File: src/rtl/stopwatch_ctrl.sv
// stopwatch_ctrl: stopwatch timebase for the calculator/stopwatch display path.
// Divides clk down to a fractional-second tick and counts fraction and whole
// seconds. It has start/stop/clear control, a lap (display freeze) function
// and a one-cycle wrap pulse when the seconds count rolls over.
//
// Ports
//   clk       in   1       system clock, rising edge
//   rst       in   1       synchronous active-high reset
//   start     in   1       pulse: begin/resume counting
//   stop      in   1       pulse: pause counting
//   clear     in   1       pulse: zero counts, return to IDLE
//   lap       in   1       pulse: toggle display freeze (RUN/PAUSED only)
//   sec_out   out  SEC_W   displayed whole seconds
//   frac_out  out  FRAC_W  displayed fraction, 0..TICK_HZ-1
//   running   out  1       high while in RUN
//   lap_hold  out  1       high while the display is frozen
//   wrap      out  1       one-cycle pulse after seconds wrap SEC_MAX -> 0
module stopwatch_ctrl #(
  parameter int unsigned CLK_HZ  = 50_000_000,
  parameter int unsigned TICK_HZ = 100,
  parameter int unsigned SEC_MAX = 999,
  parameter int unsigned SEC_W   = 10,
  parameter int unsigned FRAC_W  = 7
) (
  input  logic              clk,
  input  logic              rst,
  input  logic              start,
  input  logic              stop,
  input  logic              clear,
  input  logic              lap,
  output logic [SEC_W-1:0]  sec_out,
  output logic [FRAC_W-1:0] frac_out,
  output logic              running,
  output logic              lap_hold,
  output logic              wrap
);

  localparam int unsigned DIV   = CLK_HZ / TICK_HZ;
  localparam int unsigned PRE_W = (DIV > 1) ? $clog2(DIV) : 1;

  localparam logic [PRE_W-1:0]  PRE_LAST  = PRE_W'(DIV - 1);
  localparam logic [PRE_W-1:0]  PRE_ONE   = PRE_W'(1);
  localparam logic [FRAC_W-1:0] FRAC_LAST = FRAC_W'(TICK_HZ - 1);
  localparam logic [FRAC_W-1:0] FRAC_ONE  = FRAC_W'(1);
  localparam logic [SEC_W-1:0]  SEC_LAST  = SEC_W'(SEC_MAX);
  localparam logic [SEC_W-1:0]  SEC_ONE   = SEC_W'(1);

  typedef enum logic [1:0] {
    IDLE,
    RUN,
    PAUSED
  } state_t;

  state_t             state;
  logic [PRE_W-1:0]   pre;
  logic [FRAC_W-1:0]  frac;
  logic [SEC_W-1:0]   sec;
  logic               tick;

  // The prescaler only moves in RUN, so a tick can only occur in RUN.
  always_comb begin
    tick = (state == RUN) && (pre == PRE_LAST);
  end

  always_ff @(posedge clk) begin
    if (rst || clear) begin
      // Clear shares the reset path; the display registers are zeroed here
      // too so the panel blanks immediately, even with lap_hold set.
      state    <= IDLE;
      pre      <= '0;
      frac     <= '0;
      sec      <= '0;
      sec_out  <= '0;
      frac_out <= '0;
      running  <= 1'b0;
      lap_hold <= 1'b0;
      wrap     <= 1'b0;
    end else begin
      wrap <= 1'b0;

      // In PAUSED the prescaler keeps its phase so a resume is tick-accurate.
      if (state == RUN) begin
        pre <= tick ? '0 : pre + PRE_ONE;
      end

      // The tick uses the current state, so a stop in the same cycle still
      // lets this tick land before the move to PAUSED.
      if (tick) begin
        if (frac == FRAC_LAST) begin
          frac <= '0;
          if (sec == SEC_LAST) begin
            sec  <= '0;
            wrap <= 1'b1;
          end else begin
            sec <= sec + SEC_ONE;
          end
        end else begin
          frac <= frac + FRAC_ONE;
        end
      end

      // Stop outranks start: a cycle with both never moves the FSM to RUN.
      if (stop) begin
        if (state == RUN) begin
          state   <= PAUSED;
          running <= 1'b0;
        end
      end else if (start && (state != RUN)) begin
        state   <= RUN;
        running <= 1'b1;
      end

      if (lap && (state != IDLE)) begin
        lap_hold <= ~lap_hold;
      end

      if (!lap_hold) begin
        sec_out  <= sec;
        frac_out <= frac;
      end
    end
  end

endmodule
File: config.mk
export PLATFORM = sky130hd
export DESIGN_NAME = stopwatch_ctrl
export DESIGN_NICKNAME = d
export VERILOG_FILES = /design/src/rtl/stopwatch_ctrl.sv
export SDC_FILE = /design/constraint.sdc
export NUM_CORES = 1
export LEC_CHECK = 0
export CAP_MARGIN = 15
export CORE_UTILIZATION = 56
export DETAILED_ROUTE_END_ITERATION = 10
export PLACE_DENSITY = 0.79
export SLEW_MARGIN = 20
export SYNTH_ARGS = -nofsm -noshare
export SYNTH_HDL_FRONTEND = slang
export SYNTH_SLANG_ARGS = --single-unit
File: constraint.sdc
create_clock -name clk -period 2.5 [get_ports clk]
set_input_delay 0.5 -clock clk [delete_from_list [all_inputs] [get_ports clk]]
set_output_delay 0.5 -clock clk [all_outputs]
set_load 0.01 [all_outputs]
==> impl_metrics.tcl, run 1 <==
set metrics [dict create \
    ys.flop_type "dfxtp_1" \
    synth_top_area_cell "dfxtp_1" \
    synth_seq_area_share_pct 44.6 \
    switching_share_pct 20.2 \
    path_cells "or4b_1, nor4_4, nand3_2, or2_1, o31ai_1" \
    io_pins 26 \
    core_region_area_sq_um 4380 \
    hold_violations 0 \
    fillerInstances 358 \
    die_h_microns 69.6 \
    grt_pass1_vias 1972 \
    antenna_found_initial 0 \
    numCtsBuffers 9 \
    slew_headroom_pct 52.1 \
    drv_slew 0 \
    avgSynthCellArea_sq_um 8.85 \
    diodes 0 \
    drt_pass1_iterations 4 \
    r2r_end "sec[6]" \
    critPathBufInv 0 \
    cp_max_fo 13 \
    end_kind "register" \
    cp_data_required_time_ns 2.73 \
    final_cell_mix "57 x dfxtp_1, 53 x nor2_1, 25 x clkdlybuf4s50_1" \
    fin_crit_sh_pct 88.6 \
    cellLeakagePower_nw 1.01 \
    syn_to_final_growth_pct 19.6 \
    overflow 0 \
    ir_worst_vdd_mv 0.588 \
    start_kind "register" \
    hpwl_microns 3610 \
    layout-drive-gt1-share_pct 8.98 \
    wl_per_cell_microns 13.8 \
    rsz0062_at_grt "no" \
    worstSetupPathType "register to register" \
    start_util_pct 58.4 \
    dieWidth_microns 69.6 \
    synthCells 289 \
    r2r-start "pre[5]" \
    wl_microns 5190 \
    clk_root_buffer_cell "clkbuf_8" \
    comb_power_share_pct 2.3 \
    fin_setup_tns_ns 0 \
    grt_pass1_wl_microns 8740 \
    syn_nets 298 \
    finClkSkew_ns 0.00686 \
    final_common_cell "dfxtp_1" \
    hold_end "pre[1]" \
    cts_setup_buffers 0 \
    critPathTopFamily "simple AND/OR/NAND/NOR gates" \
    grt_usage_pct 23.1 \
    cts_resized 0 \
    postSynth.asyncResetShare_pct 0 \
    syn_area_sq_um 2560 \
    hp-class "register to register" \
    ff_latch_area_sq_um 1140 \
    setup_viol 0 \
    cts_max_path_buffers 2 \
    hold_buffers 0 \
    portBuffers 25 \
    layout.nets 328 \
    synth_seq_cells 57 \
    placementRows 24 \
    vias 2129 \
    ys_types 44 \
    hold_path_depth 2 \
    synth-edff-count 0 \
    die-area_sq_um 4840 \
    power.internal_w 0.00143 \
    worst_slew_pin_slew_ns 0.712 \
    reg2regPathDepth 5 \
    cp_slowest_cell "or4b_1" \
    fmax_mhz 452 \
    synth_top_cells_by_area "dfxtp_1 45%, nor2_1 7.8%, mux2i_1 6.7%" \
    clkPwrFrac_pct 46.9 \
    clk_pin_slew_ns 0.06 \
    switchingPower_w 0.000363 \
    p_seq_share_pct 50.8 \
    min_period_ns 2.21 \
    p_per_area_nw_per_um2 586 \
    yosys_warnings 0 \
    drtIter0Drc 136 \
    finalPower_w 0.00179 \
    drv_cap 0 \
    place_congestion 0.843 \
    worstPathArrival_ns 2.45 \
    r2r_setup_slack_ns 0.29 \
    status "finished clean" \
    remaining_drc_errors 0 \
    ant_nets 0 \
    min_from "pre[1]" \
    tritoncts_num_sinks 57 \
    grt_max_degree 19 \
    h-tree-depth 3 \
    netlist.area_leader.share_pct 44.6 \
    vias_per_cell 5.68 \
    slowest_delay_ns 0.61 \
    cts_tree "built" \
    multi_input_area_sq_um 1340 \
    insertion_delay_ns 0.33 \
]
worst min-delay path: cells and delay by family (launching register included):
family	cells	cell delay [ns]
flip-flops	1	0.32
AND/OR/NAND/NOR	1	0.06
AO/OA/AOI/OAI	1	0.05
stage by stage:
| step | util (%) | setup WS, ns | instances | cell area (sq um) | hold slack, ns |
|---|---|---|---|---|---|
| 6_report | 69.8 | 0.286 | 375 | 3060 | 0.477 |
| 3_3_place_gp | 65.2 | 0.382 | 360 | 2860 | 0.458 |
| 3_5_place_dp | 65.2 | 0.340 | 360 | 2860 | 0.463 |
| 4_1_cts | 69.6 | 0.318 | 375 | 3050 | 0.475 |
| 5_1_grt | 69.8 | 0.121 | 375 | 3060 | 0.520 |
| 2_1_floorplan | - | 0.487 | 289 | 2560 | 0.449 |
power groups by stage:
stage               sequential, W  combinational, W  clock (W)
floorplan                0.000931         0.0000232          0
global placement         0.000931         0.0000404          0
detailed placement       0.000931         0.0000408          0
CTS                      0.000911         0.0000411   0.000860
global route             0.000910         0.0000454   0.000891
finish                   0.000911         0.0000410   0.000842
cell type report:
cell class / instances / share of cell area, %
Clock buffer: 12 / 5.07
Clock inverter: 3 / 1.31
Inverter: 5 / 0.613
Multi-Input combinational cell: 214 / 43.7
Sequential cell: 57 / 37.3
Tap cell: 52 / 2.13
Timing Repair Buffer: 32 / 9.89
per-layer routing:
layer / global-route usage (%) / part of all wire [%]
met4: 15.4 / 3.4
met5: 0 / 0
met3: 5.67 / 4.9
met1: 30.6 / 49
met2: 33.0 / 43
state kept, by name, indices dropped and copies added, names as in the netlist:
| register | cells |
|---|---|
| frac | 7 |
| frac_out | 7 |
| lap_hold | 1 |
| pre | 19 |
| sec | 10 |
| sec_out | 10 |
| state | 2 |
| wrap | 1 |
synth_stat cells, drive strengths merged, types with 2 or more instances:
master  count
o21ai       7
and4        2
buf         5
a31oi       5
inv         5
nor2b       2
nor2       53
or2         3
or4b        2
and2        2
and3        4
o31ai       4
nor3        6
xnor2       7
mux2i      17
clkbuf      8
nand2b      2
nor4        5
nand2      23
a21oi       6
dfxtp      57
nand3      18
or3         3
nand4b      3
o211ai      4
xor2       16
ha          3
o41ai       2
nand4       9
worst max-delay path by stage:
stage	from	endpoint	slack [ns]	depth (start not counted)
global placement	pre[0]	sec[6]	0.38	6
floorplan	pre[4]	sec[4]	0.49	6
CTS	pre[0]	sec[6]	0.32	6
detailed placement	pre[5]	sec[6]	0.34	5
global route	pre[0]	sec[6]	0.12	6
finish	pre[5]	sec[6]	0.29	5
cell families (layout without fill, tap and decap cells):
logic type,after synthesis,count (layout),synth area share (%)
adders and majority gates,3,3,1.47
buffers and inverters,18,52,3.42
and+or+nand+nor,141,141,28.5
xor gates and xnor gates,23,23,7.87
AOI/OAI and AO/OA,30,30,7.48
DFF,57,57,44.6
muxes,17,17,6.65
Power figures use the tool's default switching activity.
==> run 2: changes to the inputs <==
==> constraint.sdc (replaced) <==
create_clock -name clk -period 2.5 [get_ports clk]
set_input_delay 0.5 -clock clk [delete_from_list [all_inputs] [get_ports clk]]
set_output_delay 0.5 -clock clk [all_outputs]
set_load 0.005 [all_outputs]
==> results of run 2 <==
Same layout as run 1 (identical final DEF). Status: finished clean.
==> run 3: changes to the inputs <==
--- a/config.mk
+++ b/config.mk
@@ -8,7 +8,8 @@
 export CAP_MARGIN = 15
 export CORE_UTILIZATION = 56
 export DETAILED_ROUTE_END_ITERATION = 10
-export PLACE_DENSITY = 0.79
+export DONT_BUFFER_PORTS = 1
+export PLACE_DENSITY = 0.74
 export SLEW_MARGIN = 20
 export SYNTH_ARGS = -nofsm -noshare
 export SYNTH_HDL_FRONTEND = slang
==> constraint.sdc (replaced) <==
create_clock -name clk -period 2 [get_ports clk]
set_input_delay 0.2 -clock clk [delete_from_list [all_inputs] [get_ports clk]]
set_output_delay 0.2 -clock clk [all_outputs]
set_load 0.005 [all_outputs]
==> run 3 against run 2 <==
Clock skew is 0.0013 ns higher. Utilization is 1.3 points lower. Final area is 1.9% lower. Sequential share of layout area is 0.73 points higher. Largest cell class unchanged.
==> impl_metrics.tcl, run 3 (synthesis gave the netlist of run 1 again) <==
set metrics [dict create \
    status "finished clean" \
    final_cell_mix "57 x dfxtp_1, 53 x nor2_1, 22 x nand2_1, 22 x buf_4" \
    drv_cap 0 \
    finClkSkew_ns 0.00811 \
    cts_max_path_buffers 2 \
    vias 2093 \
    ant_nets 0 \
    hp-class "primary input to register" \
    grt_pass1_wl_microns 9040 \
    tritoncts_num_sinks 57 \
    numCtsBuffers 9 \
    h-tree-depth 3 \
    drt_pass1_iterations 4 \
    p_per_area_nw_per_um2 784 \
    fin_crit_sh_pct 99.7 \
    grt_pass1_vias 1935 \
    cp_data_required_time_ns 2.27 \
    cts_tree "built" \
    grt_most_used_layer "met2" \
    setup_viol 0 \
    grt_usage_pct 23.9 \
    worst_slew_pin_slew_ns 0.563 \
    worstSetupPathType "register to register" \
    worstPathArrival_ns 2.27 \
    final_common_cell "dfxtp_1" \
    hold_violations 0 \
    fillerInstances 347 \
    top_register "pre" \
    wl_per_cell_microns 14.4 \
    insertion_delay_ns 0.33 \
    end_kind "register" \
    ir_worst_vdd_mv 0.527 \
    start_util_pct 58.4 \
    io_pins 26 \
    drtIter0Drc 157 \
    die-area_sq_um 4840 \
    met3_usage_pct 8.28 \
    core_region_area_sq_um 4380 \
    clk_root_buffer_cell "clkbuf_8" \
    cp_slowest_cell "or4b_4" \
    finalWorstSetupSlack_ns 0.00573 \
    reg_top3 "pre x19, sec x10, sec_out x10" \
    layout.nets 320 \
    path_cells "or4b_4, nor4_4, nand3_2, buf_4, o31ai_2, o311a_1" \
    wl_microns 5310 \
    largest_register_ffs 19 \
    cellLeakagePower_nw 1.04 \
    met1_usage_pct 31.4 \
    die_h_microns 69.6 \
    rsz0062_at_grt "yes" \
    grt_util_met2_pct 35.2 \
    drv_slew 0 \
    grt_max_degree 30 \
    overflow 0 \
    start_kind "register" \
    whs_ns 0.0879 \
    dieWidth_microns 69.6 \
    portBuffers 0 \
    slew_headroom_pct 62.5 \
    syn_to_final_growth_pct 17.3 \
    clk_pin_slew_ns 0.06 \
    min_period_ns 1.99 \
    layout-drive-gt1-share_pct 15.8 \
    vias_per_cell 5.69 \
    placementRows 24 \
    cp_max_fo 6 \
    remaining_drc_errors 0 \
    hpwl_microns 3560 \
    place_congestion 0.881 \
    slowest_delay_ns 0.56 \
    antenna_found_initial 0 \
    diodes 0 \
    pre_cts_ws_ns 0.0132 \
    fmax_mhz 501 \
]
-- run 3: changes by cell type in the layout (fill, tap and decap cells not counted), sizes merged --
cell and change:
buf +16, clkbuf +3, clkdlybuf4s50 -25, clkinv -2, dlygate4sd3 +1
-- run 3: path summary, 6_finish.rpt --
check                             from  endpoint  slack, ns  depth (start not counted)
worst min-delay path               rst   frac[3]       0.09                          2
worst max register to register  pre[7]    sec[8]      0.006                          6
worst max-delay path            pre[7]    sec[8]      0.006                          6
worst min register to register  pre[1]    pre[1]       0.48                          2
-- run 3: power breakdown --
group	total (W)	leakage (nW)	switching [W]	internal (W)
registers	0.00114	0.459	0.000000895	0.00114
clock network	0.00117	0.116	0.000422	0.000746
logic	0.0000465	0.461	0.0000303	0.0000161
-- run 3: layout make-up --
class / count / area, sq um / share of cell area [%]
clock buffer: 15 / 196 / 6.54
inverter: 5 / 18.8 / 0.625
tap: 52 / 65.1 / 2.17
clock inverter: 1 / 30.0 / 1.00
sequential: 57 / 1140 / 38.0
timing repair buffer: 24 / 195 / 6.50
multi-input combinational: 214 / 1360 / 45.1
-- run 3: critical path, delay by kind of cell (launching register included) --
family | cells | cell delay (ns)
buffers and inverters | 1 | 0.19
AND/OR/NAND/NOR | 3 | 0.99
AO/OA/AOI/OAI | 2 | 0.44
flip-flops | 1 | 0.31
-- run 3: routing by layer --
layer  wire length [microns]  part of all wire [%]  vias up
met2                    2440                    46       42
met1                    2510                    47      984
met3                     271                   5.1        8
met5                       0                     0        -
met4                      91                   1.7        0
li1                        -                     -     1059
-- run 3: timing repair --
| item | 4_1_cts | 5_1_grt |
|---|---|---|
| setup endpoints to repair | 1 | 25 |
| hold buffers | 1 | 0 |
| buffers inserted | 0 | 0 |
| pin swaps | 1 | 0 |
| endpoints found under the hold margin | 1 | 0 |
| gates resized for setup | 0 | 5 |
-- run 3: through the flow --
stage                     std cells  setup TNS [ns]  instance area [sq um]  util (%)  power (W)
after floorplan                 289               0                   2560         -    0.00119
after global routing            368          -0.258                   3000      68.5    0.00244
after CTS                       368               0                   2980      68.0    0.00239
final                           368               0                   3000      68.5    0.00235
after global placement          351               0                   2740      62.6    0.00121
after detailed placement        351               0                   2740      62.6    0.00121
